===== config.mk =====
export PLATFORM = sky130hd
export DESIGN_NAME = instr_decode_reg_flat
export DESIGN_NICKNAME = d
export VERILOG_FILES = /design/src/rtl/instr_decode_reg_pkg.sv /design/src/rtl/instr_decode_reg_if.sv /design/src/rtl/instr_decode_reg_fields.sv /design/src/rtl/instr_decode_reg.sv /design/src/flat_wrapper.sv
export SDC_FILE = /design/constraint.sdc
export NUM_CORES = 1
export LEC_CHECK = 0
export ABC_AREA = 1
export BUFFER_PORTS_ARGS = -buffer_cell sky130_fd_sc_hd__buf_2
export CORE_MARGIN = 3
export CORE_UTILIZATION = 45
export CTS_CLUSTER_DIAMETER = 60
export CTS_CLUSTER_SIZE = 24
export DETAILED_ROUTE_END_ITERATION = 12
export PLACE_DENSITY_LB_ADDON = 0.05
export SLEW_MARGIN = 0
export SYNTH_ARGS = -nofsm -noshare
export SYNTH_HDL_FRONTEND = slang
export SYNTH_SLANG_ARGS = --single-unit

===== constraint.sdc =====
create_clock -name clk -period 4.2 [get_ports clk]
set_input_delay 0.21 -clock clk [delete_from_list [all_inputs] [get_ports clk]]
set_output_delay 0.21 -clock clk [all_outputs]
set_load 0.05 [all_outputs]

===== src/rtl/instr_decode_reg_pkg.sv =====
// Shared types and constants for the MIPS instruction decode register.
package instr_decode_reg_pkg;

    typedef enum logic [1:0] {
        EMPTY = 2'd0,
        ONE   = 2'd1,
        TWO   = 2'd2
    } state_e;

    typedef enum logic [1:0] {
        ITYPE_R = 2'd0,
        ITYPE_J = 2'd1,
        ITYPE_I = 2'd2
    } itype_e;

    localparam logic [5:0] OP_RTYPE = 6'h00;
    localparam logic [5:0] OP_J     = 6'h02;
    localparam logic [5:0] OP_JAL   = 6'h03;

endpackage


===== src/rtl/instr_decode_reg_if.sv =====
// Upstream instruction handshake plus the decoded head-entry outputs.
interface instr_decode_reg_if #(
    parameter int XLEN = 32,
    parameter int PC_W = 32
) ();
    logic            in_valid;
    logic            in_ready;
    logic [31:0]     in_instr;
    logic [PC_W-1:0] in_pc;
    logic            out_valid;
    logic            out_ready;
    logic [5:0]      opcode;
    logic [5:0]      func;
    logic [4:0]      rs;
    logic [4:0]      rt;
    logic [4:0]      rd;
    logic [4:0]      shamt;
    logic [25:0]     imm26;
    logic [15:0]     imm16;
    logic [XLEN-1:0] imm_sext;
    logic [XLEN-1:0] imm_zext;
    logic [XLEN-1:0] imm_lui;
    logic [1:0]      itype;
    logic [PC_W-1:0] pc_out;
    logic [PC_W-1:0] br_target;
    logic [PC_W-1:0] j_target;

    modport master (
        output in_valid, in_instr, in_pc, out_ready,
        input  in_ready, out_valid, opcode, func, rs, rt, rd, shamt, imm26, imm16,
               imm_sext, imm_zext, imm_lui, itype, pc_out, br_target, j_target
    );

    modport slave (
        input  in_valid, in_instr, in_pc, out_ready,
        output in_ready, out_valid, opcode, func, rs, rt, rd, shamt, imm26, imm16,
               imm_sext, imm_zext, imm_lui, itype, pc_out, br_target, j_target
    );
endinterface


===== src/rtl/instr_decode_reg_fields.sv =====
// Pure combinational field slicing, immediate extension and class decode of one MIPS word.
module instr_fields
    import instr_decode_reg_pkg::*;
#(
    parameter int XLEN = 32
) (
    input  logic [31:0]     instr_i,
    output logic [5:0]      opcode_o,
    output logic [5:0]      func_o,
    output logic [4:0]      rs_o,
    output logic [4:0]      rt_o,
    output logic [4:0]      rd_o,
    output logic [4:0]      shamt_o,
    output logic [25:0]     imm26_o,
    output logic [15:0]     imm16_o,
    output logic [XLEN-1:0] imm_sext_o,
    output logic [XLEN-1:0] imm_zext_o,
    output logic [XLEN-1:0] imm_lui_o,
    output itype_e          itype_o
);
    assign opcode_o = instr_i[31:26];
    assign rs_o     = instr_i[25:21];
    assign rt_o     = instr_i[20:16];
    assign rd_o     = instr_i[15:11];
    assign shamt_o  = instr_i[10:6];
    assign func_o   = instr_i[5:0];
    assign imm26_o  = instr_i[25:0];
    assign imm16_o  = instr_i[15:0];

    // Widening a signed value replicates its top bit, which gives sign-extension for any XLEN.
    assign imm_sext_o = XLEN'($signed(instr_i[15:0]));
    assign imm_zext_o = XLEN'(instr_i[15:0]);
    assign imm_lui_o  = XLEN'($signed({instr_i[15:0], 16'h0000}));

    // NOTE: default assignment first so every path drives itype_o and no latch is inferred.
    always_comb begin
        itype_o = ITYPE_I;
        if (instr_i[31:26] == OP_RTYPE) begin
            itype_o = ITYPE_R;
        end else if (instr_i[31:26] == OP_J || instr_i[31:26] == OP_JAL) begin
            itype_o = ITYPE_J;
        end
    end
endmodule


===== src/rtl/instr_decode_reg.sv =====
// Two-entry skid buffer of {instr, pc} that presents the decoded head entry and its branch/jump targets.
module instr_decode_reg
    import instr_decode_reg_pkg::*;
#(
    parameter int XLEN = 32,
    parameter int PC_W = 32
) (
    input  logic              clk,
    input  logic              rst,
    input  logic              flush,
    instr_decode_reg_if.slave bus
);
    state_e          state_q;
    logic            in_ready_q;
    logic [31:0]     head_instr_q;
    logic [31:0]     skid_instr_q;
    logic [PC_W-1:0] head_pc_q;
    logic [PC_W-1:0] skid_pc_q;

    logic in_fire;
    logic out_fire;

    assign in_fire  = bus.in_valid & in_ready_q;
    assign out_fire = (state_q != EMPTY) & bus.out_ready;

    // in_ready is a flop so upstream never sees a combinational path from out_ready.
    // NOTE: storage is cleared on reset because the field outputs must read 0 while in reset.
    always_ff @(posedge clk or posedge rst) begin
        if (rst) begin
            state_q      <= EMPTY;
            in_ready_q   <= 1'b0;
            head_instr_q <= '0;
            head_pc_q    <= '0;
            skid_instr_q <= '0;
            skid_pc_q    <= '0;
        end else if (flush) begin
            state_q    <= EMPTY;
            in_ready_q <= 1'b1;
        end else begin
            // NOTE: non-blocking assignments keep every register update based on pre-edge values.
            unique case (state_q)
                EMPTY: begin
                    in_ready_q <= 1'b1;
                    if (in_fire) begin
                        head_instr_q <= bus.in_instr;
                        head_pc_q    <= bus.in_pc;
                        state_q      <= ONE;
                    end
                end
                ONE: begin
                    in_ready_q <= 1'b1;
                    if (in_fire && !out_fire) begin
                        skid_instr_q <= bus.in_instr;
                        skid_pc_q    <= bus.in_pc;
                        state_q      <= TWO;
                        in_ready_q   <= 1'b0;
                    end else if (in_fire && out_fire) begin
                        head_instr_q <= bus.in_instr;
                        head_pc_q    <= bus.in_pc;
                    end else if (out_fire) begin
                        state_q <= EMPTY;
                    end
                end
                TWO: begin
                    in_ready_q <= 1'b0;
                    if (out_fire) begin
                        head_instr_q <= skid_instr_q;
                        head_pc_q    <= skid_pc_q;
                        state_q      <= ONE;
                        in_ready_q   <= 1'b1;
                    end
                end
                default: begin
                    state_q    <= EMPTY;
                    in_ready_q <= 1'b1;
                end
            endcase
        end
    end

    assign bus.in_ready  = in_ready_q;
    assign bus.out_valid = (state_q != EMPTY);
    assign bus.pc_out    = head_pc_q;

    logic [5:0]      opcode_w;
    logic [5:0]      func_w;
    logic [4:0]      rs_w;
    logic [4:0]      rt_w;
    logic [4:0]      rd_w;
    logic [4:0]      shamt_w;
    logic [25:0]     imm26_w;
    logic [15:0]     imm16_w;
    logic [XLEN-1:0] imm_sext_w;
    logic [XLEN-1:0] imm_zext_w;
    logic [XLEN-1:0] imm_lui_w;
    itype_e          itype_w;

    instr_fields #(.XLEN(XLEN)) u_fields (
        .instr_i    (head_instr_q),
        .opcode_o   (opcode_w),
        .func_o     (func_w),
        .rs_o       (rs_w),
        .rt_o       (rt_w),
        .rd_o       (rd_w),
        .shamt_o    (shamt_w),
        .imm26_o    (imm26_w),
        .imm16_o    (imm16_w),
        .imm_sext_o (imm_sext_w),
        .imm_zext_o (imm_zext_w),
        .imm_lui_o  (imm_lui_w),
        .itype_o    (itype_w)
    );

    assign bus.opcode   = opcode_w;
    assign bus.func     = func_w;
    assign bus.rs       = rs_w;
    assign bus.rt       = rt_w;
    assign bus.rd       = rd_w;
    assign bus.shamt    = shamt_w;
    assign bus.imm26    = imm26_w;
    assign bus.imm16    = imm16_w;
    assign bus.imm_sext = imm_sext_w;
    assign bus.imm_zext = imm_zext_w;
    assign bus.imm_lui  = imm_lui_w;
    assign bus.itype    = itype_w;

    logic [PC_W-1:0] pc_plus4;
    logic [PC_W-1:0] br_off;

    // Targets wrap modulo 2^PC_W; the jump keeps the upper PC bits above bit 27 of pc+4.
    assign pc_plus4      = head_pc_q + PC_W'(4);
    assign br_off        = PC_W'($signed({head_instr_q[15:0], 2'b00}));
    assign bus.br_target = pc_plus4 + br_off;
    assign bus.j_target  = (pc_plus4 & ~PC_W'(28'hFFF_FFFF)) | PC_W'({head_instr_q[25:0], 2'b00});
endmodule


===== src/flat_wrapper.sv =====
// flat-port wrapper written by rule: the top's interface ports become plain ports
module instr_decode_reg_flat import instr_decode_reg_pkg::*;
#(
    parameter int XLEN = 32,
    parameter int PC_W = 32
)
  (clk, rst, flush, bus_in_valid, bus_in_instr, bus_in_pc, bus_out_ready, bus_in_ready, bus_out_valid, bus_opcode, bus_func, bus_rs, bus_rt, bus_rd, bus_shamt, bus_imm26, bus_imm16, bus_imm_sext, bus_imm_zext, bus_imm_lui, bus_itype, bus_pc_out, bus_br_target, bus_j_target);
  instr_decode_reg_if #(.XLEN(XLEN), .PC_W(PC_W)) bus_i ();
  input  logic clk;
  input  logic rst;
  input  logic flush;
  input wire logic [$bits(bus_i.in_valid)-1:0] bus_in_valid;
  input wire logic [$bits(bus_i.in_instr)-1:0] bus_in_instr;
  input wire logic [$bits(bus_i.in_pc)-1:0] bus_in_pc;
  input wire logic [$bits(bus_i.out_ready)-1:0] bus_out_ready;
  output wire logic [$bits(bus_i.in_ready)-1:0] bus_in_ready;
  output wire logic [$bits(bus_i.out_valid)-1:0] bus_out_valid;
  output wire logic [$bits(bus_i.opcode)-1:0] bus_opcode;
  output wire logic [$bits(bus_i.func)-1:0] bus_func;
  output wire logic [$bits(bus_i.rs)-1:0] bus_rs;
  output wire logic [$bits(bus_i.rt)-1:0] bus_rt;
  output wire logic [$bits(bus_i.rd)-1:0] bus_rd;
  output wire logic [$bits(bus_i.shamt)-1:0] bus_shamt;
  output wire logic [$bits(bus_i.imm26)-1:0] bus_imm26;
  output wire logic [$bits(bus_i.imm16)-1:0] bus_imm16;
  output wire logic [$bits(bus_i.imm_sext)-1:0] bus_imm_sext;
  output wire logic [$bits(bus_i.imm_zext)-1:0] bus_imm_zext;
  output wire logic [$bits(bus_i.imm_lui)-1:0] bus_imm_lui;
  output wire logic [$bits(bus_i.itype)-1:0] bus_itype;
  output wire logic [$bits(bus_i.pc_out)-1:0] bus_pc_out;
  output wire logic [$bits(bus_i.br_target)-1:0] bus_br_target;
  output wire logic [$bits(bus_i.j_target)-1:0] bus_j_target;
  assign bus_i.in_valid = bus_in_valid;
  assign bus_i.in_instr = bus_in_instr;
  assign bus_i.in_pc = bus_in_pc;
  assign bus_i.out_ready = bus_out_ready;
  assign bus_in_ready = bus_i.in_ready;
  assign bus_out_valid = bus_i.out_valid;
  assign bus_opcode = bus_i.opcode;
  assign bus_func = bus_i.func;
  assign bus_rs = bus_i.rs;
  assign bus_rt = bus_i.rt;
  assign bus_rd = bus_i.rd;
  assign bus_shamt = bus_i.shamt;
  assign bus_imm26 = bus_i.imm26;
  assign bus_imm16 = bus_i.imm16;
  assign bus_imm_sext = bus_i.imm_sext;
  assign bus_imm_zext = bus_i.imm_zext;
  assign bus_imm_lui = bus_i.imm_lui;
  assign bus_itype = bus_i.itype;
  assign bus_pc_out = bus_i.pc_out;
  assign bus_br_target = bus_i.br_target;
  assign bus_j_target = bus_i.j_target;
  instr_decode_reg #(.XLEN(XLEN), .PC_W(PC_W)) u_core (.clk(clk), .rst(rst), .flush(flush), .bus(bus_i));
endmodule

After elaboration in Yosys (flattened, before gate mapping)
Index checks and enable logic that the tools add are counted.

Flip-flop bits (word level): 131. Bits of input ports: 69. Output and inout port bits: 270. Logic and storage cells: 58.

Equality and inequality tests: 12. Add/sub/neg operators: 2. Multiplexer cells: 23. Bitwise gates (word level): 4. Reduce and logical (&&, ||, !) cells: 11.

Operators by type and width (number): $mux W32 (8); $pmux W32 S3 (2); $add A32 B3 Y32 const B (1); $add A32 B32 Y32 (1); $or A32 B28 Y32 (1); $mux W2 (8); $eq A6 B2 Y1 const B (2); $logic_not A6 Y1 (1); $ne A2 B1 Y1 const B (3); $ne A3 B2 Y1 const B (2); $pmux W2 S3 (1); $reduce_and A6 Y1 (1); $ne A4 B2 Y1 const B (1); $ne A4 B3 Y1 const B (1); $reduce_and A4 Y1 (1); $mux W1 (3); $reduce_and A3 Y1 (1); $reduce_bool A3 Y1 (1); $and A1 B1 Y1 (2); $eq A2 B1 Y1 const B (1); $eq A2 B2 Y1 const B (1); $logic_and A1 B1 Y1 (2); $logic_not A2 Y1 (1); $ne A2 B2 Y1 const B (1); 5 further kinds (5).

Depth between registers and ports, before layout
Word-level depth: 7. Depth in mapped cells: 21. Mapped depth without buffers: 21.

Cells and area by module
Synthesis repeated with hierarchy kept, for this count alone.

Cell total of the unflattened synthesis: 1442. Area total of the unflattened synthesis: 10085.9 µm².

Modules (own cells, without submodules): instr_decode_reg (cells each 1264, instances 1, area each 8778.4 µm², sequential area each 3278.1 µm²); instr_fields (cells each 178, instances 1, area each 1307.5 µm², sequential area each 0.0 µm²).

Least setup slack after synthesis
OpenSTA, ideal clock, no wires.

Kind: reg2out. Start: reg u_core.head_pc_q[3], in the netlist u_core.bus.pc_out[3]. End: out bus_br_target[31]. Path buffers: 0. Data required time: 3.990 ns. Cell stages (with the launch flop): 18. Slack: 0.149 ns. Arrival: 3.841 ns. Path through: dfrtp_1 -> ha_1 -> nand2_1 -> nor2_1 -> nand3_1 -> nor3_2 -> nand3_1 -> xor2_1 -> ha_1 -> nand2_1 -> nand2_1 -> nand3_1 -> nand2_1 -> a21oi_1 -> nand2_1 -> a21oi_1 -> nand2_1 -> nand2_1.

Cells in the longest elaborated chain, start to end: 2.

Ends and longest elaborated chain: from (decl) (line instr_decode_reg.sv:17) `logic [PC_W-1:0] head_pc_q;`; from (signal assigned) (line instr_decode_reg.sv:46) `head_pc_q <= bus.in_pc;`; from (signal assigned) (line instr_decode_reg.sv:59) `head_pc_q <= bus.in_pc;`; from (signal assigned) (line instr_decode_reg.sv:68) `head_pc_q <= skid_pc_q;`; $add A32 B3 Y32 (line instr_decode_reg.sv:131) `assign pc_plus4 = head_pc_q + PC_W'(4);`; $add A32 B32 Y32 (line instr_decode_reg.sv:133) `assign bus.br_target = pc_plus4 + br_off;`; to (decl) (line flat_wrapper.sv:31) `output wire logic [$bits(bus_i.br_target)-1:0] bus_br_target;`.

No other way between the ends.

Final worst setup path
Start: reg u_core.head_pc_q[3], in the netlist u_core.bus.pc_out[3]. End: out bus_br_target[25].

The elaborated chain is that of the path after synthesis.

==> impl_metrics.csv <==
group,metric,value,unit
grt,grt_max_degree,130,
die,core,0.0212,mm^2
clocking,hold_buffers,0,
setup_path,start_kind,"flip-flop",
route,antenna_left,0,
grt,grtUsageTotal,22.4,%
clocking,clockRootBuffer,"clkbuf_16",
clocking,cts_tree,"yes",
placed_design,gp_congestion,0.894,
die,start_util,46.0,%
setup_path,critPathMaxFanout,5,
synthesis,ys_top_cells_by_area,"dfrtp_1, nand2_1, buf_4",
layout,area_growth,13.3,%
sta,drv_slew,0,
grt,use_met2,36.8,%
grt,grt_busiest_layer,"met2",
synthesis,synth_area_leader_cell,"dfrtp_1",
sta,timing.fmax,257,MHz
synthesis,synth_cells,1399,
grt,antenna_found_initial,4,
sta,holdWs,-0.0426,ns
sta,max-slew-margin-rel,35.5,%
flow_run,maxCapViolations,0,
sta,setup_tns,0,ns
layout,fill_cells,2195,
sta,setup_slack,0.308,ns
sta,finalHoldViolCount,14,
synthesis,syn_avg_cell_area,6.96,um^2
clocking,clockBufferDepth,2,
setup_path,arrival,3.68,ns
route,vias,8534,
clocking,h-tree-depth,4,
synthesis,yosysTopAreaCellShare,33.7,%
outcome,violations,"negative hold slack",
layout,final_cell_mix,"nand2_1, buf_2, inv_1",
placed_design,pre_cts_ws,0.667,ns
die,dieArea,0.0234,mm^2
layout,drive_above_1_share,22.6,%
die,die_h,153,um
grt,grt_use_met3,5.89,%
layout,nets,1663,
sta,finalCritPeriodShare,92.7,%
placed_design,post-dp-hpwl,20500,um
setup_path,crit_required,3.99,ns
clocking,clk_pin_slew,0.06,ns
synthesis,ys_seq_area_share,33.7,%
min_path,min_path_type,"primary input to asynchronous set/reset pin",
route,detail_route.wl_per_cell,14.4,um
synthesis,yosys_register_bits,131,
clocking,post_cts_buffers,0,
clocking,clock-sinks,131,
clocking,clock_latency,0.42,ns
grt,grt_pass1_wl,42600,um
grt,gr-total-overflow,0,
route,vias_per_cell,4.64,
die,io_pins,339,
placed_design,port_buffers,304,
sta,setup_viol,0,
setup_path,worstSetupPathType,"flip-flop to output pin",
sta,tightest_slew,0.967,ns
route,dr.first_iter.drc_count,400,
setup_path,end_kind,"output pin",
sta,rsz0062_at_grt,"no",
sta,min_period,3.89,ns
clocking,cts_buffers,17,
die,rows,53,
grt,grt_pass1_vias,7829,
synthesis,syn_area,0.00974,mm^2
route,route.detailed.drc,0,
sta,fin_worst_skew,0.0116,ns
grt,use_met1,29.8,%
synthesis,ys_types,33,
outcome,status,"complete, but fails checks",
route,drt_pre_antenna_iters,6,
layout,final_common_cell,"nand2_1",
die,die_x,153,um
synthesis,ys_warn_count,0,
route,totalWireLength,26600,um
-- synthesized netlist by cell type --
library cell	n
inv_1	209
a21oi_1	30
a21boi_0	1
fa_1	1
o21a_1	1
xnor2_1	2
conb_1	1
nor3_1	9
a21o_1	1
or2_2	1
nor2_1	63
buf_4	173
o21ai_1	60
nor2_4	1
xor2_1	38
o31ai_1	1
buf_2	14
o211ai_1	1
ha_1	41
nand2_2	1
buf_1	2
nand3b_1	1
nand2_1	390
nand3_1	37
clkbuf_1	21
o21ai_0	145
o21bai_1	4
nor3_2	2
nand4_1	14
nor2_2	1
dfrtp_1	131
a31oi_1	1
or2_1	1
-- metrics by stage --
| stage | area (um^2) | hold WS (ns) | util, % | std cells |
|---|---|---|---|---|
| 5_1_grt | 11000 | 0.0492 | 52.1 | 1840 |
| 6_report | 11000 | -0.0426 | 52.2 | 1841 |
| 2_1_floorplan | 9860 | 0.346 | - | 1432 |
| 3_3_place_gp | 10400 | 0.466 | 49.0 | 1808 |
| 3_5_place_dp | 10400 | 0.473 | 49.0 | 1808 |
| 4_1_cts | 11000 | 0.0382 | 52.1 | 1840 |
-- critical path: stages, from the launching register on --
cell and delay [ns]:
dfrtp_1 0.39, ha_1 0.20, nand2_1 0.10, nor2_1 0.21, nand3_1 0.23, nor3_4 0.30, nand2_1 0.10, xor2_1 0.17
ha_1 0.32, nand2_1 0.12, nor2_1 0.28, nand2_1 0.15, nor2_1 0.12, nand2_1 0.11, nand3_1 0.11, nand2_1 0.05
nand2_1 0.05, buf_2 0.26
-- what timing repair did --
action,CTS,global route
gates resized for setup,0,5
endpoints found under the setup margin,0,4
endpoints found under the hold margin,0,0
-- flip-flops by register name (all words and copies together), names as in the netlist --
register / count
u_core.skid_instr_q: 32
u_core.state_q: 2
u_core.skid_pc_q: 32
u_core.head_instr_q: 32
u_core.bus.pc_out: 32
u_core.bus.in_ready: 1
-- per-layer routing --
layer  vias up  part of all wire, %
met1      3782                   45
met5         -                 0.16
met4         8                  1.4
met3        28                  7.0
met2       259                   47
li1       4457                    -
-- logic make-up (layout without fill, tap and decap cells) --
kind of cell | Yosys count | in the layout | synth area share, %
AOI/OAI and AO/OA | 245 | 245 | 12.8
xor gates and xnor gates | 40 | 40 | 3.60
adders and majority gates | 42 | 42 | 5.47
buffers and inverters | 419 | 552 | 23.0
DFF | 131 | 131 | 33.7
other | 1 | 35 | 0.0385
and+or+nand+nor | 521 | 521 | 21.4
-- worst paths after layout --
check / startpoint / slack [ns] / cells after the start / to
max reg2reg: u_core.state_q[0]$_DFFE_PP0P_ / 1.89 / 6 / u_core.head_instr_q[15]$_DFFE_PP0P_
max in group asynchronous: rst / 3.23 / 3 / u_core.skid_instr_q[9]$_DFFE_PP0P_
min: rst / -0.04 / 2 / u_core.head_instr_q[21]$_DFFE_PP0P_
min in group clk: bus_in_instr[10] / 0.05 / 3 / u_core.skid_instr_q[10]$_DFFE_PP0P_
min reg2reg: u_core.skid_pc_q[5]$_DFFE_PP0P_ / 0.48 / 2 / u_core.skid_pc_q[5]$_DFFE_PP0P_
max: u_core.bus.pc_out[3]$_DFFE_PP0P_ / 0.31 / 17 / bus_br_target[25]
-- final cells by class --
class | instances | area, um^2 | share of cell area (%)
diodes | 1 | 2.50 | 0.0227
clock buffers | 17 | 425 | 3.86
clock inverters | 15 | 215 | 1.95
inverters | 209 | 790 | 7.16
multi-input cells | 882 | 4380 | 39.7
flip-flops and latches | 131 | 3280 | 29.7
well taps | 275 | 344 | 3.12
repair buffers | 311 | 1600 | 14.5
Power is left out: the tool's default activity adds up to more than one toggle a clock period on the data nets, which glitch-free logic cannot reach.
